[config.mk]
export PLATFORM = sky130hd
export DESIGN_NAME = ttt_sweep_scheduler
export DESIGN_NICKNAME = d
export VERILOG_FILES = /design/src/rtl/ttt_sweep_scheduler_pkg.sv /design/src/rtl/ttt_sweep_scheduler_event_fifo.sv /design/src/rtl/ttt_sweep_scheduler.sv
export SDC_FILE = /design/constraint.sdc
export NUM_CORES = 1
export LEC_CHECK = 0
export CAP_MARGIN = 10
export CORE_MARGIN = 5
export CORE_UTILIZATION = 45
export DETAILED_ROUTE_END_ITERATION = 8
export GPL_TIMING_DRIVEN = 0
export PLACE_DENSITY = 0.7
export SYNTH_ARGS = -nofsm -noshare
export SYNTH_HDL_FRONTEND = slang
export SYNTH_SLANG_ARGS = --single-unit
[constraint.sdc]
create_clock -name clock_fast -period 5.6 [get_ports clock_fast]
set_input_delay 1.4 -clock clock_fast [delete_from_list [all_inputs] [get_ports clock_fast]]
set_output_delay 1.4 -clock clock_fast [all_outputs]
set_load 0.05 [all_outputs]
[src/rtl/ttt_sweep_scheduler_pkg.sv]
// ttt_pkg: shared types for the sweep scheduler and its event FIFO.
//   instr_t       - core instruction encoding (6-7 reserved)
//   sched_state_t - scheduler FSM state, also exported on dbg_state
//   event_t       - one FIFO entry: neuron id plus start/stop bits
//   is_prog_instr - true for the four host-programming instructions
package ttt_pkg;

  // Widest neuron id an event can carry; the top uses the low ID_W bits.
  localparam int EVT_ID_W = 8;

  typedef enum logic [2:0] {
    INSTR_NOP         = 3'd0,
    INSTR_TICK        = 3'd1,
    INSTR_PROG_THRESH = 3'd2,
    INSTR_PROG_DUR    = 3'd3,
    INSTR_PROG_GOOD   = 3'd4,
    INSTR_PROG_BAD    = 3'd5
  } instr_t;

  typedef enum logic [1:0] {
    ST_IDLE  = 2'd0,
    ST_SWEEP = 2'd1,
    ST_DRAIN = 2'd2,
    ST_PROG  = 2'd3
  } sched_state_t;

  typedef struct packed {
    logic [EVT_ID_W-1:0] id;
    logic [1:0]          kind;
  } event_t;

  function automatic logic is_prog_instr(input logic [2:0] instr);
    return (instr >= INSTR_PROG_THRESH) && (instr <= INSTR_PROG_BAD);
  endfunction

endpackage

[src/rtl/ttt_sweep_scheduler_event_fifo.sv]
// ttt_event_fifo: synchronous FIFO of event_t built as a shift register so
// the head entry is always a flop (entry 0) and stays stable while stalled.
//   i_clk, i_rst_n  clock, asynchronous active-low reset
//   i_push, i_data  write one event (ignored when full and not popping)
//   o_valid         FIFO non-empty
//   i_ready         pop the head when o_valid && i_ready
//   o_head          head event
//   o_count         number of stored events (0..DEPTH)
module ttt_event_fifo
  import ttt_pkg::*;
#(
  parameter int  DEPTH = 4,
  localparam int AW    = $clog2(DEPTH),
  localparam int CW    = AW + 1
) (
  input  logic          i_clk,
  input  logic          i_rst_n,
  input  logic          i_push,
  input  event_t        i_data,
  output logic          o_valid,
  input  logic          i_ready,
  output event_t        o_head,
  output logic [CW-1:0] o_count
);

  event_t          r_mem [DEPTH];
  logic [CW-1:0]   r_count;
  logic            w_pop;
  logic            w_full;
  logic            w_push;
  logic [AW-1:0]   w_wr_idx;

  assign w_pop  = (r_count != '0) && i_ready;
  assign w_full = (r_count == CW'(DEPTH));
  assign w_push = i_push && (!w_full || w_pop);
  // When popping in the same cycle every entry moves down one, so the new
  // entry lands one slot lower. Modulo arithmetic covers the full case.
  assign w_wr_idx = w_pop ? (r_count[AW-1:0] - 1'b1) : r_count[AW-1:0];

  always_ff @(posedge i_clk or negedge i_rst_n) begin
    if (!i_rst_n) begin
      r_count <= '0;
      for (int i = 0; i < DEPTH; i++) r_mem[i] <= '0;
    end else begin
      if (w_pop) begin
        for (int i = 0; i < DEPTH - 1; i++) r_mem[i] <= r_mem[i+1];
      end
      if (w_push) r_mem[w_wr_idx] <= i_data;
      case ({w_push, w_pop})
        2'b10:   r_count <= r_count + 1'b1;
        2'b01:   r_count <= r_count - 1'b1;
        default: r_count <= r_count;
      endcase
    end
  end

  assign o_valid = (r_count != '0);
  assign o_head  = r_mem[0];
  assign o_count = r_count;

endmodule

[src/rtl/ttt_sweep_scheduler.sv]
// ttt_sweep_scheduler: time-multiplexes the shared core over all neurons.
// A tick starts a sweep issuing INSTR_TICK for ids 0..N-1; non-zero core
// results are queued as events. In IDLE, host writes are forwarded to the core.
//   clock_fast, reset                  clock, async active-low reset
//   tick                               start-sweep strobe (overrun if busy)
//   prog_valid/prog_ready              host write handshake; a transfer
//                                      happens on a rising edge where both
//                                      are 1; the host holds its fields until
//   prog_instr/prog_id/prog_word       write contents
//   prog_err                           rejected write pulse
//   core_neuron_id/instruction/prog_data  registered drive to the core
//   core_startstop                     core result (bit0 start, bit1 stop)
//   evt_valid/evt_ready/evt_id/evt_kind   event stream out
//   busy, sweep_done, overrun          status
//   dbg_state                          current FSM state
module ttt_sweep_scheduler
  import ttt_pkg::*;
#(
  parameter int  NUM_PROCESSORS = 10,
  parameter int  PROG_WIDTH     = 8,
  parameter int  CORE_LATENCY   = 1,
  parameter int  EVT_DEPTH      = 4,
  localparam int ID_W           = (NUM_PROCESSORS > 1) ? $clog2(NUM_PROCESSORS) : 1,
  localparam int CNT_W          = $clog2(EVT_DEPTH) + 1
) (
  input  logic                  clock_fast,
  input  logic                  reset,
  input  logic                  tick,
  input  logic                  prog_valid,
  output logic                  prog_ready,
  input  logic [2:0]            prog_instr,
  input  logic [ID_W-1:0]       prog_id,
  input  logic [PROG_WIDTH-1:0] prog_word,
  output logic                  prog_err,
  output logic [ID_W-1:0]       core_neuron_id,
  output logic [2:0]            core_instruction,
  output logic [PROG_WIDTH-1:0] core_prog_data,
  input  logic [1:0]            core_startstop,
  output logic                  evt_valid,
  input  logic                  evt_ready,
  output logic [ID_W-1:0]       evt_id,
  output logic [1:0]            evt_kind,
  output logic                  busy,
  output logic                  sweep_done,
  output logic                  overrun,
  output sched_state_t          dbg_state
);

  localparam logic [ID_W-1:0] LAST_ID = ID_W'(NUM_PROCESSORS - 1);
  localparam logic [ID_W:0]   NUM_IDS = (ID_W + 1)'(NUM_PROCESSORS);

  sched_state_t            r_state;
  logic [ID_W-1:0]         r_k;
  logic [CORE_LATENCY-1:0] r_pipe_v;
  logic [ID_W-1:0]         r_pipe_id [CORE_LATENCY];
  logic                    r_prog_err;
  logic                    r_sweep_done;
  logic                    r_overrun;

  logic                    w_issue;
  logic                    w_prog_fire;
  logic                    w_prog_ok;
  logic                    w_drained;
  logic                    w_push;
  logic [CORE_LATENCY-1:0] w_pipe_shift;
  logic [CNT_W-1:0]        w_fifo_count;
  int                      w_free;
  event_t                  w_push_evt;
  event_t                  w_head;

  // Free slots exclude results still travelling down the pipeline, and a
  // sweep only issues with more than CORE_LATENCY of them left, so a push
  // can never meet a full FIFO.
  always_comb begin
    w_free  = EVT_DEPTH - int'(w_fifo_count) - $countones(r_pipe_v);
    w_issue = (r_state == ST_SWEEP) && (w_free > CORE_LATENCY);
  end

  assign prog_ready  = (r_state == ST_IDLE) && !tick;
  assign w_prog_fire = prog_valid && prog_ready;
  assign w_prog_ok   = ({1'b0, prog_id} < NUM_IDS) && is_prog_instr(prog_instr);

  // CORE_LATENCY counts from the edge that presents an id to the core; the
  // last pipeline stage lines up with that id's core_startstop.
  assign w_push     = r_pipe_v[CORE_LATENCY-1] && (core_startstop != 2'b00);
  assign w_push_evt = '{id: EVT_ID_W'(r_pipe_id[CORE_LATENCY-1]), kind: core_startstop};

  // Drained once nothing is left in the pipeline after this edge (the last
  // stage is consumed by the push this cycle).
  assign w_pipe_shift = r_pipe_v << 1;
  assign w_drained    = (w_pipe_shift == '0);

  always_ff @(posedge clock_fast or negedge reset) begin
    if (!reset) begin
      r_pipe_v <= '0;
      for (int i = 0; i < CORE_LATENCY; i++) r_pipe_id[i] <= '0;
    end else begin
      r_pipe_v[0]  <= w_issue;
      r_pipe_id[0] <= r_k;
      for (int i = 1; i < CORE_LATENCY; i++) begin
        r_pipe_v[i]  <= r_pipe_v[i-1];
        r_pipe_id[i] <= r_pipe_id[i-1];
      end
    end
  end

  always_ff @(posedge clock_fast or negedge reset) begin
    if (!reset) begin
      r_state          <= ST_IDLE;
      r_k              <= '0;
      core_neuron_id   <= '0;
      core_instruction <= INSTR_NOP;
      core_prog_data   <= '0;
      r_prog_err       <= 1'b0;
      r_sweep_done     <= 1'b0;
      r_overrun        <= 1'b0;
    end else begin
      core_instruction <= INSTR_NOP;
      r_prog_err       <= 1'b0;
      r_sweep_done     <= 1'b0;
      if (tick && (r_state != ST_IDLE)) r_overrun <= 1'b1;
      case (r_state)
        ST_IDLE: begin
          if (tick) begin
            r_state <= ST_SWEEP;
            r_k     <= '0;
          end else if (w_prog_fire) begin
            r_state          <= ST_PROG;
            core_neuron_id   <= prog_id;
            core_prog_data   <= prog_word;
            core_instruction <= w_prog_ok ? prog_instr : INSTR_NOP;
            r_prog_err       <= !w_prog_ok;
          end
        end
        ST_SWEEP: begin
          if (w_issue) begin
            core_neuron_id   <= r_k;
            core_instruction <= INSTR_TICK;
            if (r_k == LAST_ID) r_state <= ST_DRAIN;
            else                r_k     <= r_k + 1'b1;
          end
        end
        ST_DRAIN: begin
          if (w_drained) begin
            r_state      <= ST_IDLE;
            r_sweep_done <= 1'b1;
          end
        end
        default: r_state <= ST_IDLE;
      endcase
    end
  end

  ttt_event_fifo #(.DEPTH(EVT_DEPTH)) u_fifo (
    .i_clk   (clock_fast),
    .i_rst_n (reset),
    .i_push  (w_push),
    .i_data  (w_push_evt),
    .o_valid (evt_valid),
    .i_ready (evt_ready),
    .o_head  (w_head),
    .o_count (w_fifo_count)
  );

  generate
    if (ID_W < EVT_ID_W) begin : g_id_hi
      logic w_unused_id_hi;
      assign w_unused_id_hi = ^w_head.id[EVT_ID_W-1:ID_W];
    end
  endgenerate

  assign evt_id     = w_head.id[ID_W-1:0];
  assign evt_kind   = w_head.kind;
  assign busy       = (r_state != ST_IDLE);
  assign sweep_done = r_sweep_done;
  assign overrun    = r_overrun;
  assign prog_err   = r_prog_err;
  assign dbg_state  = r_state;

endmodule
**Word level (Yosys, flattened, before mapping)**

Cells that the tools add are included.
W data, S select, Z words.

- Flip-flop bits (word level): 72
- Bits of input ports: 22
- Output and inout bits: 29

- Add/sub/neg operators: 6
- $lt $le $gt $ge: 6
- Equal/unequal tests: 13
- Mux-type cells: 29
- Bitwise logic cells: 2
- Reduce and logical (&&, ||, !) cells: 24

Operator list:

| operator | number |
|---|---|
| $bwmux W40 | 1 |
| $mux W40 | 1 |
| $mux W30 | 1 |
| $mux W4 | 6 |
| $demux W10 S2 | 1 |
| $pmux W4 S2 | 2 |
| $pmux W3 S2 | 2 |
| $logic_and A1 B1 Y1 | 10 |
| $mux W10 | 1 |
| $mux W2 | 5 |
| $ne A2 B2 Y1 const B | 5 |
| $mux W3 | 3 |
| $reduce_and A4 Y1 | 2 |
| $reduce_bool A2 Y1 | 4 |
| $reduce_and A3 Y1 | 2 |
| $gt A5 B2 Y1 const B | 1 |
| $mux W1 | 5 |
| $sub A4 B2 Y5 | 1 |
| $add A4 B1 Y4 const B | 1 |
| $eq A2 B1 Y1 const B | 2 |
| $eq A2 B2 Y1 const B | 2 |
| $eq A4 B4 Y1 const B | 1 |
| $lt A4 B4 Y1 const B | 1 |
| $pmux W2 S2 | 1 |
| other kinds (17) | 19 |

**Logic depth before layout (Yosys ltp)**

- Depth in word-level cells: 10
- Gate-level depth with buffers: 12
- Gate-level depth less buffers: 9

**Modules after synthesis**

A second synthesis with hierarchy kept.

- Cells, all modules: 286
- Area total of the unflattened synthesis: 3594.7 µm²

Modules (own cells, without submodules):

| module | instances | cells each | area each (µm²) | sequential area each (µm²) |
|---|---|---|---|---|
| ttt_event_fifo | 1 | 180 | 2299.7 | 1076.0 |
| ttt_sweep_scheduler | 1 | 106 | 1295.0 | 725.7 |

**Worst setup path before layout**

OpenSTA, ideal clock, no wires.

- Path kind: in2out
- Start: input port tick
- End: output port prog_ready
- Arrival time: 1.846 ns
- Data required time: 4.200 ns
- Setup slack: 2.354 ns
- Cell stages on the path: 1
- Cell sequence: nor3_4

- Cells in the longest elaborated chain, start to end: 2

RTL lines:

| item | RTL line | source |
|---|---|---|
| from (decl) | ttt_sweep_scheduler.sv:28 | `input logic tick,` |
| $logic_not A1 Y1 | ttt_sweep_scheduler.sv:79 | `assign prog_ready = (r_state == ST_IDLE) && !tick;` |
| $logic_and A1 B1 Y1 | ttt_sweep_scheduler.sv:79 |  |
| to (decl) | ttt_sweep_scheduler.sv:30 | `output logic prog_ready,` |

Every way passes these cells.

**Worst setup path in the final report**

Same ends and word-level chain as after synthesis.

==> impl_metrics.py <==
metrics = {
    "outcome": {
        "status": "finished clean",
    },
    "yosys": {
        "ys_warn_count": 0,
        "synth_cell_types": 49,
        "ys_seq_area_frac": 0.499,
        "synth_cells": 248,
        "syn_avg_cell_area_um2": 11.3,
        "synth_seq_cells": 56,
        "synth_area_um2": 2810,
        "synthFlopType": "dfrtp_1",
        "synth.area.top_cells": "dfrtp_1 50%, mux2_2 10%, nand2_1 8.2%, mux2_4 3.2%, ha_1 3.1%",
        "synth-async-reset-ratio": 1.00,
        "yosys.area.top_type_share": 0.499,
        "yosys.area.top_type": "dfrtp_1",
        "synth_edf_count": 0,
        "synth_nets": 278,
    },
    "floorplan": {
        "die_area_um2": 7920,
        "num_io_pins": 51,
        "start_util": 0.469,
        "rows": 28,
        "die_h_um": 89.0,
        "core_um2": 5990,
        "die_w_um": 89.0,
    },
    "detailed_routing": {
        "drt_iter0_markers": 114,
        "wire_per_inst_um": 14.3,
        "ant_nets": 0,
        "routed_wirelength_mm": 5.45,
        "route.detailed.drc": 0,
        "vias": 1924,
        "dr.pass1.iters": 4,
        "via_per_inst": 5.04,
    },
    "hold_path": {
        "hold_path.class": "reg2reg",
        "min_from": "overrun$_DFFE_PN0P_",
    },
    "worst_setup_path": {
        "worstSetupPathType": "in2out",
        "cp-start-kind": "input pin",
        "crit_start": "tick",
        "r2r_start": "u_fifo.o_count[0]$_DFFE_PN0P_",
        "cp-end-kind": "output pin",
        "cp_data_required_time_ps": 4200,
        "cp_max_fo": 6,
        "arrival_ps": 3000,
    },
    "layout": {
        "n_antenna_cell": 0,
        "fin_util": 0.591,
        "layout-drive-gt1-share": 0.244,
        "area_delta_synth_final_pct": 26.0,
        "nets": 336,
    },
    "sta": {
        "fin_worst_skew_ps": 7.55,
        "period_share": 0.787,
        "period_minus_slack_ps": 4400,
        "report.final.hold_viol_count": 0,
        "slew_viol_final": 0,
        "timing.slew.headroom": 0.549,
        "fin_setup_tns_ps": 0,
        "clock.fmax_mhz": 227,
        "setup-violations-final": 0,
        "worst_slew_pin_slew_ps": 677,
        "rsz0062_at_grt": "no",
    },
    "power_and_ir_drop": {
        "p_total_mw": 2.23,
        "p_leak_nw": 1.63,
        "max-vdd-ir-drop_mv": 0.371,
        "p_per_area_nw_per_um2": 630,
    },
    "grt": {
        "grt_max_degree": 30,
        "first_global_vias": 2006,
        "grt-ovfl-total": 0,
        "gr-usage-all-layers": 0.149,
        "grt_pass1_wl_mm": 9.29,
        "antenna_found_initial": 0,
    },
    "clocking": {
        "post_cts_buffers": 0,
        "cts-root-buf": "clkbuf_8",
        "clk_pin_slew_ps": 100,
        "cts_buffer_depth": 2,
        "clk_latency_ps": 310,
        "htree_levels": 2,
        "ctsResizeCount": 0,
        "holdBufCountCts": 0,
        "cts_tree": "yes",
        "cts_sinks": 56,
        "cts_buffers": 5,
    },
    "placed_design": {
        "gp_congestion": 0.790,
        "dp_hpwl_mm": 4.00,
        "port_buffers": 50,
    },
    "flow_run": {
        "cap_violations": 0,
    },
}
==> cell families after synthesis <==
logic type	share of synthesized area
buf+inv	0.0490
flops	0.499
simple gates	0.172
compound gates	0.0815
mux	0.151
xor+xnor	0.00936
fa+ha+maj	0.0383
==> cell usage after synthesis, types with 2 or more instances <==
cell       n
nand2_1   61
dfrtp_1   56
mux2_2    25
buf_4      8
inv_1      8
ha_1       7
mux2_4     6
buf_2      5
mux2i_1    4
nand3_1    4
nor2_1     4
a31oi_1    3
nor2b_1    3
o21ai_0    3
o21ai_1    3
o221a_2    3
a21o_1     2
a21oi_1    2
and2_1     2
buf_6      2
nand2b_4   2
nor2_4     2
nor3_1     2
nor3_2     2
o211ai_1   2
or2_2      2
or3_1      2
xnor2_1    2
==> per-stage QoR <==
step	hold WS, ps	setup WS [ps]	cell area (um2)	cells
floorplan	407	2350	2810	248
global placement	442	1210	3400	373
detailed placement	456	1200	3420	374
CTS	481	1180	3540	382
global route	522	1120	3540	382
finish	478	1200	3540	382
==> placed cells by master, fill, tap and decap left out, types with 4 or more instances in the layout <==
master and count:
mux2i_1 4, ha_1 7, nand3_1 4, mux2_2 25
nand2_1 61, buf_4 8, mux2_4 6, clkdlybuf4s50_1 49
nor2_1 4, inv_1 8, buf_2 6, dfrtp_1 56
clkbuf_8 6
==> path summary, 6_finish.rpt <==
| kind | end | slack [ps] | cells past startpoint |
|---|---|---|---|
| setup / recovery | prog_ready | 1200 | 3 |
| hold / removal | overrun$_DFFE_PN0P_ | 480 | 1 |
| setup reg to reg | u_fifo.o_count[2]$_DFFE_PN0P_ | 2830 | 12 |
| hold reg to reg | overrun$_DFFE_PN0P_ | 480 | 1 |
| max in group asynchronous | core_prog_data[2]$_DFFE_PN0P_ | 3900 | 2 |
| min in group asynchronous | u_fifo.r_mem[22]$_DFF_PN0_ | 1120 | 1 |
==> report_power, final <==
part,internal [mW],switching [mW]
clock network,0.146,0.132
logic,0.554,0.695
registers,0.583,0.120
==> critical path: stages <==
cell and delay, ps:
clkdlybuf4s50_1 550, nor3_4 220, clkdlybuf4s50_1 840
==> per-layer routing <==
layer  GRT usage  routed length, um  up-vias  part of all wire
met5           0                  0        -                 0
met4      0.0203                 23        0            0.0042
met3      0.0516                362        4             0.066
met2       0.258               2570       44              0.47
met1       0.184               2490      920              0.46
li1            -                  -      956                 -
==> layout make-up <==
cell class	count	area (um2)
fillers	529	2450
flip-flops and latches	56	1400
multi-input cells	169	1270
repair buffers	51	515
plain buffers	15	108
well taps	75	93.8
clock buffers	6	82.6
clock inverters	2	38.8
inverters	8	30.0
(Power assumes the default switching activity.)
